--- src/rtl/axil_pkg.sv ---
// axil_pkg: AXI-Lite response codes and helpers shared by the
// read path (axil_rom_pipe) and the future write-response path.
package axil_pkg;

  typedef enum logic [1:0] {
    AXIL_OKAY   = 2'b00,
    AXIL_EXOKAY = 2'b01,
    AXIL_SLVERR = 2'b10,
    AXIL_DECERR = 2'b11
  } axil_resp_e;

  function automatic logic resp_is_err(input axil_resp_e r);
    return (r != AXIL_OKAY);
  endfunction

endpackage

--- src/rtl/axil_rom_pipe_if.sv ---
// axil_rom_pipe_if: AXI-Lite read channels (AR + R) bundled with
// master/slave views.
interface axil_rom_pipe_if #(
  parameter int unsigned ADDR_WIDTH = 32,
  parameter int unsigned DATA_WIDTH = 32
);

  logic [ADDR_WIDTH-1:0] axi_araddr;
  logic                  axi_arvalid;
  logic                  axi_arready;
  logic [DATA_WIDTH-1:0] axi_rdata;
  logic [1:0]            axi_rresp;
  logic                  axi_rvalid;
  logic                  axi_rready;

  modport master (
    output axi_araddr, axi_arvalid, axi_rready,
    input  axi_arready, axi_rdata, axi_rresp, axi_rvalid
  );

  modport slave (
    input  axi_araddr, axi_arvalid, axi_rready,
    output axi_arready, axi_rdata, axi_rresp, axi_rvalid
  );

endinterface

--- src/rtl/axil_resp_fifo.sv ---
// axil_resp_fifo: synchronous first-word-fall-through FIFO with
// occupancy count; shared by AXI-Lite response paths.
module axil_resp_fifo #(
  parameter int unsigned WIDTH = 34,
  parameter int unsigned DEPTH = 4
) (
  input  logic                       clk,
  input  logic                       rst_n,
  input  logic                       push,
  input  logic                       pop,
  input  logic [WIDTH-1:0]           din,
  output logic [WIDTH-1:0]           dout,
  output logic                       empty,
  output logic                       full,
  output logic [$clog2(DEPTH+1)-1:0] count
);

  localparam int unsigned PW = $clog2(DEPTH);
  localparam int unsigned CW = $clog2(DEPTH+1);

  logic [WIDTH-1:0] r_mem [DEPTH];
  logic [PW-1:0]    r_wptr;
  logic [PW-1:0]    r_rptr;
  logic [CW-1:0]    r_count;
  logic             w_push;
  logic             w_pop;

  assign w_push = push & ~full;
  assign w_pop  = pop & ~empty;

  always_ff @(posedge clk) begin
    if (!rst_n) begin
      r_wptr  <= '0;
      r_rptr  <= '0;
      r_count <= '0;
    end else begin
      if (w_push) r_wptr <= r_wptr + 1'b1;
      if (w_pop)  r_rptr <= r_rptr + 1'b1;
      unique case ({w_push, w_pop})
        2'b10:   r_count <= r_count + 1'b1;
        2'b01:   r_count <= r_count - 1'b1;
        default: r_count <= r_count;
      endcase
    end
  end

  // Storage needs no reset: nothing is visible while empty.
  always_ff @(posedge clk) begin
    if (w_push) r_mem[r_wptr] <= din;
  end

  assign dout  = r_mem[r_rptr];
  assign empty = (r_count == '0);
  assign full  = (r_count == CW'(DEPTH));
  assign count = r_count;

endmodule

--- src/rtl/axil_rom_pipe.sv ---
// axil_rom_pipe: AXI-Lite read-only slave in front of a 1-cycle ROM/RAM.
// Define AXIL_ROM_ERR_CNT_EN to add the saturating err_count output.
module axil_rom_pipe
  import axil_pkg::*;
#(
  parameter int unsigned           ADDR_WIDTH  = 32,
  parameter int unsigned           DATA_WIDTH  = 32,
  parameter logic [ADDR_WIDTH-1:0] MEM_START   = 'h00000000,
  parameter logic [ADDR_WIDTH-1:0] MEM_STOP    = 'h00000400,
  parameter int unsigned           RESP_DEPTH  = 4,
  parameter int unsigned           ALIGN_CHECK = 1
) (
  input  logic                  clk,
  input  logic                  rst_n,
  axil_rom_pipe_if.slave        axi,
  output logic                  mem_ren,
  output logic [ADDR_WIDTH-1:0] mem_raddr,
  input  logic [DATA_WIDTH-1:0] mem_rdata
`ifdef AXIL_ROM_ERR_CNT_EN
  ,
  output logic [15:0]           err_count
`endif
);

  typedef struct packed {
    axil_resp_e            resp;
    logic [DATA_WIDTH-1:0] data;
  } axil_rsp_t;

  localparam int unsigned RSP_W = $bits(axil_rsp_t);
  localparam int unsigned CW    = $clog2(RESP_DEPTH+1);
  localparam int unsigned LSB   = $clog2(DATA_WIDTH/8);
  localparam logic [ADDR_WIDTH-1:0] ALIGN_MASK =
    ADDR_WIDTH'((64'd1 << LSB) - 64'd1);

  logic [ADDR_WIDTH:0] w_diff;
  logic                w_dec;
  logic                w_slv;
  logic                w_accept;
  axil_resp_e          w_cls;
  logic [CW-1:0]       w_count;
  logic [CW:0]         w_occ;
  logic                w_empty;
  logic                w_full;
  logic                w_push;
  logic                w_pop;
  axil_rsp_t           w_din;
  axil_rsp_t           w_head;

  logic                r_inflight;
  axil_resp_e          r_resp;

  // Borrow out of the subtraction flags addresses below MEM_START.
  assign w_diff    = {1'b0, axi.axi_araddr} - {1'b0, MEM_START};
  assign mem_raddr = w_diff[ADDR_WIDTH-1:0];

  assign w_dec = w_diff[ADDR_WIDTH] | (axi.axi_araddr >= MEM_STOP);
  assign w_slv = ~w_dec & (ALIGN_CHECK != 0) &
                 (|(axi.axi_araddr & ALIGN_MASK));

  always_comb begin
    w_cls = AXIL_OKAY;
    unique case (1'b1)
      w_dec:   w_cls = AXIL_DECERR;
      w_slv:   w_cls = AXIL_SLVERR;
      default: w_cls = AXIL_OKAY;
    endcase
  end

  // Credit: a slot is reserved for the read still in the memory stage.
  assign w_occ = {1'b0, w_count} + {{CW{1'b0}}, r_inflight};
  assign axi.axi_arready = rst_n & (w_occ < (CW+1)'(RESP_DEPTH));

  assign w_accept = axi.axi_arvalid & axi.axi_arready;
  assign mem_ren  = w_accept & ~resp_is_err(w_cls);

  always_ff @(posedge clk) begin
    if (!rst_n) begin
      r_inflight <= 1'b0;
      r_resp     <= AXIL_OKAY;
    end else begin
      r_inflight <= w_accept;
      if (w_accept) r_resp <= w_cls;
    end
  end

  assign w_push      = r_inflight & ~w_full;
  assign w_din.resp  = r_resp;
  assign w_din.data  = (r_resp == AXIL_OKAY) ? mem_rdata : '0;
  assign w_pop       = axi.axi_rvalid & axi.axi_rready;

  axil_resp_fifo #(
    .WIDTH (RSP_W),
    .DEPTH (RESP_DEPTH)
  ) u_fifo (
    .clk   (clk),
    .rst_n (rst_n),
    .push  (w_push),
    .pop   (w_pop),
    .din   (w_din),
    .dout  (w_head),
    .empty (w_empty),
    .full  (w_full),
    .count (w_count)
  );

  assign axi.axi_rvalid = ~w_empty;
  assign axi.axi_rdata  = w_empty ? '0 : w_head.data;
  assign axi.axi_rresp  = w_empty ? AXIL_OKAY : w_head.resp;

`ifdef AXIL_ROM_ERR_CNT_EN
  logic [15:0] r_err_cnt;

  always_ff @(posedge clk) begin
    if (!rst_n) begin
      r_err_cnt <= '0;
    end else if (w_push && resp_is_err(r_resp) &&
                 (r_err_cnt != 16'hFFFF)) begin
      r_err_cnt <= r_err_cnt + 16'd1;
    end
  end

  assign err_count = r_err_cnt;
`endif

endmodule
--- src/flat_wrapper.sv ---
// flat-port wrapper written by rule: the top's interface ports become plain ports
module axil_rom_pipe_flat import axil_pkg::*;
#(
  parameter int unsigned           ADDR_WIDTH  = 32,
  parameter int unsigned           DATA_WIDTH  = 32,
  parameter logic [ADDR_WIDTH-1:0] MEM_START   = 'h00000000,
  parameter logic [ADDR_WIDTH-1:0] MEM_STOP    = 'h00000400,
  parameter int unsigned           RESP_DEPTH  = 4,
  parameter int unsigned           ALIGN_CHECK = 1
)
  (clk, rst_n, mem_ren, mem_raddr, mem_rdata, axi_axi_araddr, axi_axi_arvalid, axi_axi_rready, axi_axi_arready, axi_axi_rdata, axi_axi_rresp, axi_axi_rvalid);
  axil_rom_pipe_if #(.ADDR_WIDTH(ADDR_WIDTH), .DATA_WIDTH(DATA_WIDTH)) axi_i ();
  input  logic clk;
  input  logic rst_n;
  output logic mem_ren;
  output logic [ADDR_WIDTH-1:0] mem_raddr;
  input  logic [DATA_WIDTH-1:0] mem_rdata;
  input wire logic [$bits(axi_i.axi_araddr)-1:0] axi_axi_araddr;
  input wire logic [$bits(axi_i.axi_arvalid)-1:0] axi_axi_arvalid;
  input wire logic [$bits(axi_i.axi_rready)-1:0] axi_axi_rready;
  output wire logic [$bits(axi_i.axi_arready)-1:0] axi_axi_arready;
  output wire logic [$bits(axi_i.axi_rdata)-1:0] axi_axi_rdata;
  output wire logic [$bits(axi_i.axi_rresp)-1:0] axi_axi_rresp;
  output wire logic [$bits(axi_i.axi_rvalid)-1:0] axi_axi_rvalid;
  assign axi_i.axi_araddr = axi_axi_araddr;
  assign axi_i.axi_arvalid = axi_axi_arvalid;
  assign axi_i.axi_rready = axi_axi_rready;
  assign axi_axi_arready = axi_i.axi_arready;
  assign axi_axi_rdata = axi_i.axi_rdata;
  assign axi_axi_rresp = axi_i.axi_rresp;
  assign axi_axi_rvalid = axi_i.axi_rvalid;
  axil_rom_pipe #(.ADDR_WIDTH(ADDR_WIDTH), .DATA_WIDTH(DATA_WIDTH), .MEM_START(MEM_START), .MEM_STOP(MEM_STOP), .RESP_DEPTH(RESP_DEPTH), .ALIGN_CHECK(ALIGN_CHECK)) u_core (.clk(clk), .rst_n(rst_n), .axi(axi_i), .mem_ren(mem_ren), .mem_raddr(mem_raddr), .mem_rdata(mem_rdata));
endmodule
--- config.mk ---
export PLATFORM = sky130hd
export DESIGN_NAME = axil_rom_pipe_flat
export DESIGN_NICKNAME = d
export VERILOG_FILES = /design/src/rtl/axil_pkg.sv /design/src/rtl/axil_rom_pipe_if.sv /design/src/rtl/axil_resp_fifo.sv /design/src/rtl/axil_rom_pipe.sv /design/src/flat_wrapper.sv
export SDC_FILE = /design/constraint.sdc
export NUM_CORES = 1
export LEC_CHECK = 0
export ABC_AREA = 1
export BUFFER_PORTS_ARGS = -buffer_cell sky130_fd_sc_hd__buf_2
export CORE_UTILIZATION = 30
export CTS_CLUSTER_SIZE = 8
export DETAILED_ROUTE_END_ITERATION = 8
export GPL_ROUTABILITY_DRIVEN = 0
export GPL_TIMING_DRIVEN = 1
export REMOVE_ABC_BUFFERS = 1
export SYNTH_ARGS = -nofsm -noshare
export SYNTH_HDL_FRONTEND = slang
export SYNTH_SLANG_ARGS = --single-unit
export TNS_END_PERCENT = 10
--- constraint.sdc ---
create_clock -name clk -period 5.62 [get_ports clk]
set_input_delay 1.686 -clock clk [delete_from_list [all_inputs] [get_ports clk]]
set_output_delay 1.686 -clock clk [all_outputs]
set_load 0.02 [all_outputs]
# [Yosys cells after proc, flatten, opt, wreduce, memory -nomap -nowiden]
# Memory sizes are Yosys's and may differ from the RTL's. A register that Yosys moved wholly into a read port is not among the register bits.
# Index checks and enable logic that the tools add are counted.
[classes] n_addsub=5 n_lt_le_gt_ge=2 n_eq_ne=3 mux=9 n_bitwise=12 reduce_logical=5
[op_table] cell="2-to-1 mux 32 bit" count=2
[op_table] cell=">= comparator 32 x 11 -> 1 bit, second input constant" count=1
[op_table] cell="AND 1 bit" count=8
[op_table] cell="2-to-1 mux 2 bit" count=3
[op_table] cell="case mux 3 bit (2 select lines)" count=1
[op_table] cell="adder 2 x 1 -> 2 bit, second input constant" count=2
[op_table] cell="adder 3 x 1 -> 4 bit" count=1
[op_table] cell="< comparator 4 x 3 -> 1 bit, second input constant" count=1
[op_table] cell="NOT 1 bit" count=4
[op_table] cell="case mux 2 bit (2 select lines)" count=1
[op_table] cell="nonzero test 2 bit" count=2
[op_table] cell="adder 3 x 1 -> 3 bit, second input constant" count=1
[op_table] cell="equality test 3 bit, second input constant" count=1
[op_table] cell="logical NOT 3 bit" count=1
[op_table] cell="subtractor 3 x 1 -> 3 bit, second input constant" count=1
[op_table] cell="equality test 2 x 1 -> 1 bit, second input constant" count=1
[op_table] cell="equality test 2 bit, second input constant" count=1
[op_table] cell="logical NOT 2 bit" count=1
[op_table] cell="2-to-1 mux 1 bit" count=2
[op_table] cell="OR reduction 2 bit" count=1
[totals] ff_bits=10 ram_bits=136 inputBits=68 elab_cells=42 memories=1
[memory_table] memory="u_core.u_fifo.r_mem" words=4 width=34 rd=1 rd_clocked_by_memory_dff=1 wr=1 line="axil_resp_fifo.sv:21" text="logic [WIDTH-1:0] r_mem [DEPTH];"

# [Depth between registers and ports, before layout]
[logic_depth] ltp_word=7 ltp_mapped=13

# [Hierarchy]
# Synthesis repeated with hierarchy kept, for this count alone.
[hier_totals] hier_cells=627 area_unflattened_um2=6905.4
[modules_own_cells] module="axil_resp_fifo" n_inst=1 cells_per_inst=399 area_per_inst_um2=5524.0
[modules_own_cells] module="axil_rom_pipe" n_inst=1 cells_per_inst=228 area_per_inst_um2=1381.3

# [Least setup slack after synthesis]
# Ideal clock, no wire load.
[synth_timing] kind="input port to output port" start="input port axi_axi_araddr[12]" end="output port mem_ren" arrival_time_ns=2.475 required_time_ns=3.934 slack_ns=1.459 stages=7 path_buffers=0 cell_sequence="nor2_1 -> nand2_1 -> nor2_1 -> nand2_1 -> nor2_1 -> nand3_1 -> nor2_1"
[synth_via] elab_chain_cells=7
[synth_lines] item="start: declaration" line="flat_wrapper.sv:18" text="input wire logic [$bits(axi_i.axi_araddr)-1:0] axi_axi_araddr;"
[synth_lines] item=">= comparator 32 x 11 -> 1 bit (*)" line="axil_rom_pipe.sv:57" text="assign w_dec = w_diff[ADDR_WIDTH] | (axi.axi_araddr >= MEM_STOP);"
[synth_lines] item="NOT 1 bit" line="axil_rom_pipe.sv:58" text="assign w_slv = ~w_dec & (ALIGN_CHECK != 0) &"
[synth_lines] item="AND 1 bit" line="axil_rom_pipe.sv:58"
[synth_lines] item="case mux 2 bit (2 select lines) (*)" line="axil_rom_pipe.sv:63" text="unique case (1'b1)"
[synth_lines] item="nonzero test 2 bit (*)" line="axil_pkg.sv:13" text="return (r != AXIL_OKAY);"
[synth_lines] item="NOT 1 bit (*)" line="axil_rom_pipe.sv:75" text="assign mem_ren = w_accept & ~resp_is_err(w_cls);"
[synth_lines] item="AND 1 bit (*)" line="axil_rom_pipe.sv:75"
[synth_lines] item="end: declaration" line="flat_wrapper.sv:15" text="output logic mem_ren;"
# Every way passes the cells marked *; elsewhere a longest branch is shown, timed or not.

# [Worst setup path after layout]
[layout_timing] start="input port axi_axi_araddr[14]" end="output port mem_ren"
# The elaborated chain is that of the path after synthesis.

==> reports/metrics.yaml <==
cts_tree: "yes"
layout.nets: 788
netlist_area_um2: 6510
max_freq_ghz: 0.230
insertedDiodeCount: 0
fin_crit_sh_pct: 77.2
track_usage_pct: 13.8
area_growth_pct: 18.8
finalSetupTns_ns: 0
ys_top_cells_by_area: "edfxtp_1, nor2_1, buf_4"
r2r_slack_ns: 3.31
yosysTopAreaCellShare_pct: 62.7
stdcell_area_um2: 7730
routed_wl_um: 14600
post-cts-setup-buffers: 0
ant_nets: 0
cts_buffer_depth: 2
cts-resized-gates: 0
htreeDepth: 4
via_per_inst: 4.41
dp_hpwl_um: 8510
cp_common_cell: "nor2_1"
slew_violations: 0
worstPathCellList: "buf_2 > nor2_1 > nand2_1 > nor2_1 > nand2_1 > nor2_1 > nand3_1 > nor2_1 > buf_2"
outcome: "completed"
cp_max_fo: 3
dr.pass1.iters: 4
antenna_found_initial: 0
hold_viol_final: 0
slew_headroom_pct: 45.6
clk-insertion-delay-late_ns: 0.42
critical-path-top-delay-family: "simple AND/OR/NAND/NOR gates"
globalRoute.totalOverflow: 0
drive_gt1_share_pct: 25.7
root_buffer: "clkbuf_16"
dieHeight_um: 149
synth-seq-area-share_pct: 66.4
io_pins: 137
peakVddDrop_mv: 0.283
numCtsBuffers: 17
rsz0062_at_grt: "no"
cts_hold_buf: 0
place_inst: 970
num_vias: 4419
cts_sinks: 148
drc: 0
dieArea_um2: 22300
setup_viol: 0
fin_worst_skew_ns: 0.0111
start_kind: "input port"
min_period_ns: 4.34
avgSynthCellArea_um2: 10.6
grt_max_degree: 69
wl_per_cell_um: 14.5
core_area_um2: 21200
worstPathRequired_ns: 3.93
path_buf_inv: 2
yosys_register_bits: 148
leakage_uw: 0.00311
instances_no_fill: 1002
cp_data_arrival_time_ns: 2.65
die_w_um: 149
start_util_pct: 30.8
tightest_slew_ns: 0.815
max_stage_delay_ns: 0.16
clk_pin_slew_ns: 0.06
post-route-util_pct: 36.5
path_class: "input port to primary output"
synth_cells: 615
synth_cell_types: 25
p_per_area_nw_per_um2: 461
drt-initial-drc-count: 178
synth_area_leader_cell: "edfxtp_1"
rows: 53
yosysWarnings: 0
io_buffers: 136
maxCapViolations: 0
hold_path.class: "flop to flop"
power_uw: 3570
cp_slowest_cell: "nor2_1"
grt_pass1_wl_um: 22700
critPathCaptureType: "primary output"
grt_pass1_vias: 4342
place_area_um2: 7180
==> cells in the final DEF (no fill, tap or decap) <==
master,n
o21ai_0,55
clkinv_4,2
ha_1,5
nor2_4,4
edfxtp_1,136
clkinv_2,3
fa_1,1
nor2_2,1
a31oi_1,1
nor2_1,197
inv_1,54
buf_4,6
nand3_2,1
o21ai_1,20
nand2_1,13
clkbuf_16,18
a21oi_1,40
or2_2,1
nand4_1,1
o21a_1,1
buf_2,136
inv_4,7
dfxtp_2,2
dfxtp_1,10
clkbuf_1,1
clkbuf_8,2
inv_2,4
nand3_1,5
==> through the flow <==
| stage | setup slack [ns] | hold WS, ns |
|---|---|---|
| floorplan | 1.46 | 0.433 |
| global placement | 1.27 | 0.443 |
| finish | 1.28 | 0.454 |
| detailed placement | 1.27 | 0.445 |
| global route | 1.14 | 0.485 |
| CTS | 1.26 | 0.458 |
==> routing by layer <==
layer | wire length (um) | vias up | GRT usage, %
met5 | 0 | - | 0
met4 | 115 | 0 | 4.59
met3 | 880 | 12 | 3.55
met2 | 7300 | 142 | 23.8
met1 | 6260 | 2053 | 16.7
li1 | - | 2212 | -
==> kinds of logic (layout without fill, tap and decap cells) <==
group           after synthesis  count (layout)  synth area share [%]
compound gates              117             117                  9.05
fa+ha+maj                     6               6                  1.27
buf+inv                     121             233                  10.1
flops                       148             148                  66.4
simple gates                223             223                  13.2
==> area by class of cell <==
| cell class | count | area (um2) |
|---|---|---|
| clock buffer | 21 | 482 |
| clock inverter | 11 | 70.1 |
| fill | 2111 | 13400 |
| inverter | 59 | 224 |
| multi-input combinational | 346 | 1560 |
| sequential | 148 | 4330 |
| tap | 275 | 344 |
| timing repair buffer | 142 | 726 |
==> flip-flops by register name, summed over array words and instances (netlist names), named ones only <==
register,cells
u_core.u_fifo.count,3
u_core.r_resp,2
u_core.u_fifo.r_wptr,2
u_core.r_inflight,1
u_core.u_fifo.r_rptr,2
u_core.u_fifo.r_mem,136
==> cell usage after synthesis, drive strengths merged <==
| library cell | number |
|---|---|
| fa | 1 |
| inv | 59 |
| edfxtp | 136 |
| clkbuf | 8 |
| dfxtp | 12 |
| or2 | 1 |
| nand3 | 6 |
| a21oi | 40 |
| o21a | 1 |
| o21ai | 75 |
| ha | 5 |
| nand2 | 13 |
| a31oi | 1 |
| nand4 | 1 |
| buf | 54 |
| nor2 | 202 |
==> path summary, 6_finish.rpt <==
check,start,end,cells after the start
max,axi_axi_araddr[14],mem_ren,9
min,u_core.u_fifo.r_rptr[1]$_SDFFE_PN0P_,flop,2
max reg2reg,u_core.u_fifo.count[1]$_SDFFE_PN0P_,u_core.u_fifo.r_mem[1][4]$_DFFE_PP_,5
min reg2reg,u_core.u_fifo.r_rptr[1]$_SDFFE_PN0P_,flop,2
==> power breakdown <==
| part | total, uW | switching (uW) | internal (uW) |
|---|---|---|---|
| combinational | 1140 | 823 | 316 |
| sequential | 1380 | 56.3 | 1330 |
| clock | 1050 | 432 | 613 |
==> tightest hold or removal path: cells and delay by family (launching register included) <==
| kind | cells | cell delay, ns |
|---|---|---|
| AOI/OAI and AO/OA | 1 | 0.06 |
| buffers and inverters | 1 | 0.05 |
| DFF | 1 | 0.31 |
(Power assumes the default switching activity.)
